$ cat src/rtl/riscv_pkg.sv
// Shared types for the load/store unit: FSM states, access sizes, funct3 codes.
// Latency: n/a (declarations only).
// Backpressure: n/a.
package riscv_pkg;

  typedef enum logic [1:0] {
    IDLE = 2'd0,
    BUS  = 2'd1,
    RESP = 2'd2
  } lsu_state_e;

  // Access size encoded as log2(bytes); this equals funct3[1:0].
  typedef enum logic [1:0] {
    SZ_B = 2'd0,
    SZ_H = 2'd1,
    SZ_W = 2'd2,
    SZ_D = 2'd3
  } lsu_size_e;

  localparam logic [2:0] F3_B  = 3'b000;
  localparam logic [2:0] F3_H  = 3'b001;
  localparam logic [2:0] F3_W  = 3'b010;
  localparam logic [2:0] F3_D  = 3'b011;
  localparam logic [2:0] F3_BU = 3'b100;
  localparam logic [2:0] F3_HU = 3'b101;
  localparam logic [2:0] F3_WU = 3'b110;

endpackage

$ cat src/rtl/lsu_align.sv
// Lane steering for one access: byte enables, store-data shift, load extract/extend, legality.
// Latency: purely combinational.
// Backpressure: none; outputs follow inputs.
// Ports: we_i/func3_i/offset_i describe the access; wdata_i is LSB-aligned store data;
//        rdata_i is the raw bus word; be_o/wdata_o are lane-steered; rdata_o is the
//        extended load value; illegal_o flags an unsupported funct3, misalign_o an
//        address not a multiple of the access size.
module lsu_align
  import riscv_pkg::*;
#(
  parameter  int XLEN  = 32,
  localparam int NB    = XLEN / 8,
  localparam int OFF_W = $clog2(NB)
) (
  input  logic             we_i,
  input  logic [2:0]       func3_i,
  input  logic [OFF_W-1:0] offset_i,
  input  logic [XLEN-1:0]  wdata_i,
  input  logic [XLEN-1:0]  rdata_i,
  output logic [NB-1:0]    be_o,
  output logic [XLEN-1:0]  wdata_o,
  output logic [XLEN-1:0]  rdata_o,
  output logic             illegal_o,
  output logic             misalign_o
);

  localparam bit IS64 = (XLEN == 64);

  lsu_size_e       size;
  logic [3:0]      nbytes;
  logic [NB-1:0]   mask;
  logic [XLEN-1:0] rshift;

  always_comb begin
    size   = lsu_size_e'(func3_i[1:0]);
    nbytes = 4'd8;
    case (size)
      SZ_B:    nbytes = 4'd1;
      SZ_H:    nbytes = 4'd2;
      SZ_W:    nbytes = 4'd4;
      default: nbytes = 4'd8;
    endcase

    if (we_i) begin
      illegal_o = !((func3_i == F3_B) || (func3_i == F3_H) || (func3_i == F3_W) ||
                    (IS64 && (func3_i == F3_D)));
    end else begin
      case (func3_i)
        F3_B, F3_H, F3_W, F3_BU, F3_HU: illegal_o = 1'b0;
        F3_D, F3_WU:                    illegal_o = !IS64;
        default:                        illegal_o = 1'b1;
      endcase
    end

    // Only meaningful for legal sizes, which never exceed the bus word.
    misalign_o = |(offset_i & OFF_W'(nbytes - 4'd1));

    mask = '0;
    for (int i = 0; i < NB; i++) begin
      mask[i] = (i < int'(nbytes));
    end
    be_o    = mask << offset_i;
    wdata_o = wdata_i << {offset_i, 3'b000};

    rshift = rdata_i >> {offset_i, 3'b000};
    case (func3_i)
      F3_B:       rdata_o = XLEN'($signed(rshift[7:0]));
      F3_BU:      rdata_o = XLEN'(rshift[7:0]);
      F3_H:       rdata_o = XLEN'($signed(rshift[15:0]));
      F3_HU:      rdata_o = XLEN'(rshift[15:0]);
      F3_W:       rdata_o = XLEN'($signed(rshift[31:0]));
      F3_WU:      rdata_o = XLEN'(rshift[31:0]);
      default:    rdata_o = rshift;
    endcase
  end

endmodule

$ cat src/rtl/riscv_lsu.sv
// Load/store unit: one request per handshake, word-addressed req/ack bus, errors and timeout.
// Latency: accept-to-rsp 2 cycles minimum on the bus path (ack in first bus cycle), 1 on error.
// Backpressure: req_ready_o only in IDLE; bus request held until bus_ack_i or TIMEOUT.
// Ports: req_* from the datapath (valid/ready), rsp_* one-cycle completion pulse,
//        stall_o holds the core, bus_* drive the data memory, bus_ack_i/bus_rdata_i return.
module riscv_lsu
  import riscv_pkg::*;
#(
  parameter int XLEN    = 32,
  parameter int ADDR_W  = 32,
  parameter int TIMEOUT = 255
) (
  input  logic                cpu_clk,
  input  logic                reset,
  input  logic                req_valid_i,
  output logic                req_ready_o,
  input  logic                req_we_i,
  input  logic [2:0]          req_func3_i,
  input  logic [ADDR_W-1:0]   req_addr_i,
  input  logic [XLEN-1:0]     req_wdata_i,
  output logic                rsp_valid_o,
  output logic [XLEN-1:0]     rsp_rdata_o,
  output logic                rsp_err_o,
  output logic                stall_o,
  output logic                bus_req_o,
  output logic                bus_we_o,
  output logic [ADDR_W-1:0]   bus_addr_o,
  output logic [XLEN/8-1:0]   bus_be_o,
  output logic [XLEN-1:0]     bus_wdata_o,
  input  logic                bus_ack_i,
  input  logic [XLEN-1:0]     bus_rdata_i
);

  localparam int NB    = XLEN / 8;
  localparam int OFF_W = $clog2(NB);
  localparam int CNT_W = $clog2(TIMEOUT + 1);

  lsu_state_e        state_q, state_d;
  logic              we_q, we_d;
  logic [2:0]        func3_q, func3_d;
  logic [ADDR_W-1:0] addr_q, addr_d;
  logic [XLEN-1:0]   wdata_q, wdata_d;
  logic [XLEN-1:0]   rdata_q, rdata_d;
  logic              err_q, err_d;
  logic [CNT_W-1:0]  cnt_q, cnt_d;

  logic              is_idle, in_bus, in_resp, accept;
  logic              al_we;
  logic [2:0]        al_func3;
  logic [OFF_W-1:0]  al_off;
  logic [XLEN-1:0]   al_wdata_in;
  logic [NB-1:0]     al_be;
  logic [XLEN-1:0]   al_wdata, al_rdata;
  logic              al_illegal, al_misalign;

  assign is_idle = (state_q == IDLE);
  assign in_bus  = (state_q == BUS);
  assign in_resp = (state_q == RESP);
  assign accept  = req_valid_i && is_idle;

  // One align unit serves both phases: in IDLE it judges the incoming request,
  // afterwards it works from the registered copy so the bus stays stable.
  assign al_we       = is_idle ? req_we_i                 : we_q;
  assign al_func3    = is_idle ? req_func3_i              : func3_q;
  assign al_off      = is_idle ? req_addr_i[OFF_W-1:0]    : addr_q[OFF_W-1:0];
  assign al_wdata_in = is_idle ? req_wdata_i              : wdata_q;

  lsu_align #(.XLEN(XLEN)) u_align (
    .we_i       (al_we),
    .func3_i    (al_func3),
    .offset_i   (al_off),
    .wdata_i    (al_wdata_in),
    .rdata_i    (bus_rdata_i),
    .be_o       (al_be),
    .wdata_o    (al_wdata),
    .rdata_o    (al_rdata),
    .illegal_o  (al_illegal),
    .misalign_o (al_misalign)
  );

  always_comb begin
    state_d = state_q;
    we_d    = we_q;
    func3_d = func3_q;
    addr_d  = addr_q;
    wdata_d = wdata_q;
    rdata_d = rdata_q;
    err_d   = err_q;
    cnt_d   = cnt_q;

    case (state_q)
      IDLE: begin
        if (accept) begin
          we_d    = req_we_i;
          func3_d = req_func3_i;
          addr_d  = req_addr_i;
          wdata_d = req_wdata_i;
          rdata_d = '0;
          cnt_d   = '0;
          // Bad requests skip the bus entirely and report next cycle.
          if (al_illegal || al_misalign) begin
            err_d   = 1'b1;
            state_d = RESP;
          end else begin
            err_d   = 1'b0;
            state_d = BUS;
          end
        end
      end
      BUS: begin
        // An ack in the final allowed cycle still wins over the timeout.
        if (bus_ack_i) begin
          rdata_d = we_q ? '0 : al_rdata;
          err_d   = 1'b0;
          cnt_d   = '0;
          state_d = RESP;
        end else if (cnt_q == CNT_W'(TIMEOUT - 1)) begin
          rdata_d = '0;
          err_d   = 1'b1;
          cnt_d   = '0;
          state_d = RESP;
        end else begin
          cnt_d = cnt_q + CNT_W'(1);
        end
      end
      RESP: begin
        state_d = IDLE;
      end
      default: begin
        state_d = IDLE;
      end
    endcase
  end

  always_ff @(posedge cpu_clk) begin
    if (reset) begin
      state_q <= IDLE;
      we_q    <= 1'b0;
      func3_q <= '0;
      addr_q  <= '0;
      wdata_q <= '0;
      rdata_q <= '0;
      err_q   <= 1'b0;
      cnt_q   <= '0;
    end else begin
      state_q <= state_d;
      we_q    <= we_d;
      func3_q <= func3_d;
      addr_q  <= addr_d;
      wdata_q <= wdata_d;
      rdata_q <= rdata_d;
      err_q   <= err_d;
      cnt_q   <= cnt_d;
    end
  end

  assign req_ready_o = is_idle;
  assign stall_o     = (is_idle && req_valid_i) || in_bus;

  assign bus_req_o   = in_bus;
  assign bus_we_o    = in_bus && we_q;
  assign bus_addr_o  = in_bus ? {addr_q[ADDR_W-1:OFF_W], {OFF_W{1'b0}}} : '0;
  assign bus_be_o    = in_bus ? al_be : '0;
  assign bus_wdata_o = (in_bus && we_q) ? al_wdata : '0;

  assign rsp_valid_o = in_resp;
  assign rsp_err_o   = in_resp && err_q;
  assign rsp_rdata_o = in_resp ? rdata_q : '0;

endmodule

$ cat config.mk
export PLATFORM = sky130hd
export DESIGN_NAME = riscv_lsu
export DESIGN_NICKNAME = d
export VERILOG_FILES = /design/src/rtl/riscv_pkg.sv /design/src/rtl/lsu_align.sv /design/src/rtl/riscv_lsu.sv
export SDC_FILE = /design/constraint.sdc
export NUM_CORES = 1
export LEC_CHECK = 0
export CORE_MARGIN = 10
export CORE_UTILIZATION = 40
export CTS_CLUSTER_SIZE = 30
export DETAILED_ROUTE_END_ITERATION = 16
export PLACE_DENSITY = 0.75
export SYNTH_ARGS = -nofsm -noshare
export SYNTH_HDL_FRONTEND = slang
export SYNTH_HIERARCHICAL = 1
export SYNTH_SLANG_ARGS = --single-unit
$ cat constraint.sdc
create_clock -name cpu_clk -period 4.6 [get_ports cpu_clk]
set_clock_uncertainty 0.2 [all_clocks]
set_input_delay 1.38 -clock cpu_clk [delete_from_list [all_inputs] [get_ports cpu_clk]]
set_output_delay 1.38 -clock cpu_clk [all_outputs]
set_load 0.005 [all_outputs]
==> flow_metrics.tcl <==
set metrics [dict create \
    ys_dominant_reg_cell "sky130_fd_sc_hd__dfxtp_1" \
    post_synth_inst_count 814 \
    row_count 46 \
    global_route_wire_length_before_repair_um 34200 \
    detail_route.wirelength_um 21900 \
    port-buffer-count 207 \
    drc 0 \
    syn-cell-area_sq_um 6620 \
    layout.nets 1123 \
    grt_util_met2 0.328 \
    syn_to_final_growth_pct 42.4 \
    post-route-util 0.587 \
    rsz0062_at_grt "true" \
    routed-via-count 6434 \
    dp_hpwl_um 15300 \
    pin_count_of_the_biggest_net_entering_global_routing 62 \
    clock_latency_reported_for_the_late_side_of_the_worst_skew_pair_ps 370 \
    worst_setup_path_end_kind "output pin" \
    clk_pin_slew_worst_paths_ps 80 \
    cp-start-kind "primary input" \
    ranking_of_synthesized_cells_by_area "sky130_fd_sc_hd__dfxtp_1 34%, sky130_fd_sc_hd__nand2_1 9.8%, sky130_fd_sc_hd__mux2_2 7.8%, sky130_fd_sc_hd__and2_1 7.4%, sky130_fd_sc_hd__a21oi_1 7.2%" \
    cp_data_arrival_time_ps 3020 \
    fmax_mhz 217 \
    routabilityCongestion 0.811 \
    h-tree-depth 3 \
    grt-ovfl-total 0 \
    cts-root-to-sink-buffers 2 \
    yosys.area.top_type_share 0.336 \
    global_route.usage.met3 0.0579 \
    core_sq_um 16100 \
    path_max_fanout 3 \
    failing_checks "negative setup slack" \
    min_path_type "reg -> reg" \
    status "finished with violations" \
    via_per_inst 5.20 \
    max_slew_violation_count 0 \
    layout_commonest_cell "sky130_fd_sc_hd__nand2_1" \
    number_of_failing_hold_endpoints_at_the_final_stage 0 \
    grt_util_met1 0.222 \
    synth-edff-count 0 \
    iteration_count_of_the_initial_detailed_routing_pass 5 \
    fin_setup_tns_ps -0.544 \
    cts_tree "built" \
    floorplan.die.width_um 149 \
    grtUsageTotal 0.190 \
    synth-warning-count 6 \
    globalRoute.busiestLayer "met2" \
    fin_ws_ps -0.544 \
    cts_inserted_buffers 9 \
    detailedRoute.firstIterationViolations 444 \
    worst_margin_slew_ps 1040 \
    relSlewSlack 0.308 \
    drt.antenna.violating_nets 0 \
    finalHoldWorstSlack_ps 250 \
    postSynthRegisterBits 111 \
    master_cell_of_the_clock_root_buffer "sky130_fd_sc_hd__clkbuf_16" \
    final.period_utilization 1.00 \
    die_h_um 149 \
    synth-async-reset-ratio 0 \
    cts_sinks 111 \
    grt_antenna_before_repair 1 \
    path_class "in -> out" \
    ir_worst_vdd_v 0.000236 \
    post_route_cells_drive_above_1_share 0.173 \
    cts_hold_buf 0 \
    dieArea_sq_um 22100 \
    setup-violations-final 1 \
    via_count_of_the_first_global_routing_pass 6267 \
    fill_cells 1483 \
    max_cap_viol_count 0 \
    power_density_nw_per_um2 426 \
    initial_utilization 0.412 \
    power.static_leakage_uw 0.00395 \
    post_synth.cell_area_avg_sq_um 8.13 \
    report.power.total_uw 4020 \
    yosysTopAreaCell "sky130_fd_sc_hd__dfxtp_1" \
    finalCriticalPeriod_ps 4600 \
    design.portCount 210 \
    synth.lib_cells_used.distinct 56 \
    most_frequent_cells_in_the_layout "170 x sky130_fd_sc_hd__nand2_1, 167 x sky130_fd_sc_hd__clkdlybuf4s50_1, 111 x sky130_fd_sc_hd__dfxtp_1" \
    synth-seq-area-share 0.336 \
    wire_per_inst_um 17.7 \
    critical_path_required_ps 3020 \
]
[routing by layer]
layer / up-vias / wire length (um)
met1: 3038 / 8880
met2: 194 / 11100
li1: 3181 / -
met4: 0 / 410
met5: - / 0
met3: 21 / 1530
[per-stage QoR]
step / cell area [sq um] / setup slack [ps] / cells
finish: 9420 / -0.544 / 1237
global route: 9420 / -77.3 / 1237
CTS: 9340 / -56.8 / 1230
detailed placement: 8890 / -623 / 1202
global placement: 8890 / -606 / 1202
floorplan: 6620 / 167 / 815
[synth_stat cells, types with 6 or more instances]
cell / count
sky130_fd_sc_hd__nor2_1: 23
sky130_fd_sc_hd__and3_1: 32
sky130_fd_sc_hd__or2_0: 7
sky130_fd_sc_hd__buf_4: 14
sky130_fd_sc_hd__o211ai_2: 11
sky130_fd_sc_hd__nand2_1: 172
sky130_fd_sc_hd__nor2b_1: 11
sky130_fd_sc_hd__buf_2: 18
sky130_fd_sc_hd__dfxtp_1: 111
sky130_fd_sc_hd__o21ai_1: 15
sky130_fd_sc_hd__a22o_1: 33
sky130_fd_sc_hd__o211ai_1: 6
sky130_fd_sc_hd__a21oi_1: 95
sky130_fd_sc_hd__mux2i_1: 32
sky130_fd_sc_hd__inv_1: 6
sky130_fd_sc_hd__and2_1: 78
sky130_fd_sc_hd__mux2_2: 46
sky130_fd_sc_hd__clkbuf_1: 29
sky130_fd_sc_hd__a211oi_1: 8
[final timing paths]
kind / startpoint / endpoint / slack (ps) / cells after the start
setup / recovery: req_func3_i[1] / bus_be_o[2] / -0.5 / 9
hold reg to reg: addr_q[19]$_SDFFE_PP0P_ / addr_q[19]$_SDFFE_PP0P_ / 250 / 2
setup reg to reg: state_q[1]$_SDFFE_PP0P_ / rdata_q[25]$_SDFFE_PP0P_ / 1160 / 11
hold / removal: addr_q[19]$_SDFFE_PP0P_ / addr_q[19]$_SDFFE_PP0P_ / 250 / 2
[sequential cells by signal, summed over array words and instances (netlist names)]
signal   flops
wdata_q     32
state_q      2
addr_q      32
we_q         1
err_q        1
rdata_q     32
cnt_q        8
func3_q      3
[final cells by class]
cell class,instances,area (sq um),share of cell area
Multi-Input combinational cell,624,4080,0.433
Timing Repair Buffer,261,2530,0.269
Sequential cell,111,2220,0.236
Tap cell,216,270,0.0287
Clock buffer,9,225,0.0239
Clock inverter,7,56.3,0.00597
Inverter,8,37.5,0.00398
Antenna cell,1,2.50,0.000266
[cells by family after synthesis]
kind of cell | count (synthesis) | share of synthesized area
flops | 111 | 0.336
buf+inv | 80 | 0.0701
mux | 80 | 0.131
simple gates | 348 | 0.260
fa+ha+maj | 4 | 0.00756
other cells | 1 | 0.000566
compound gates | 185 | 0.188
xor+xnor | 5 | 0.00661
[critical path, stage by stage]
cell and delay, ps:
sky130_fd_sc_hd__dlygate4sd2_1 250, sky130_fd_sc_hd__mux2_4 280, sky130_fd_sc_hd__or2_4 280, sky130_fd_sc_hd__ha_4 170, sky130_fd_sc_hd__and2b_1 180, sky130_fd_sc_hd__o21ai_1 120, sky130_fd_sc_hd__o21a_1 120, sky130_fd_sc_hd__and2_1 100
sky130_fd_sc_hd__buf_2 130
[timing repair]
action                                  CTS  global route
setup buffers                            11             5
pin swaps                                 3             4
endpoints found under the setup margin   36            17
resized for setup                        95            20
gates cloned                              1             1
[power breakdown]
group | internal, uW | switching, uW | total [uW]
clock network | 377 | 406 | 782
registers | 1070 | 65.4 | 1130
logic | 1010 | 1090 | 2100
(Power assumes the default switching activity.)
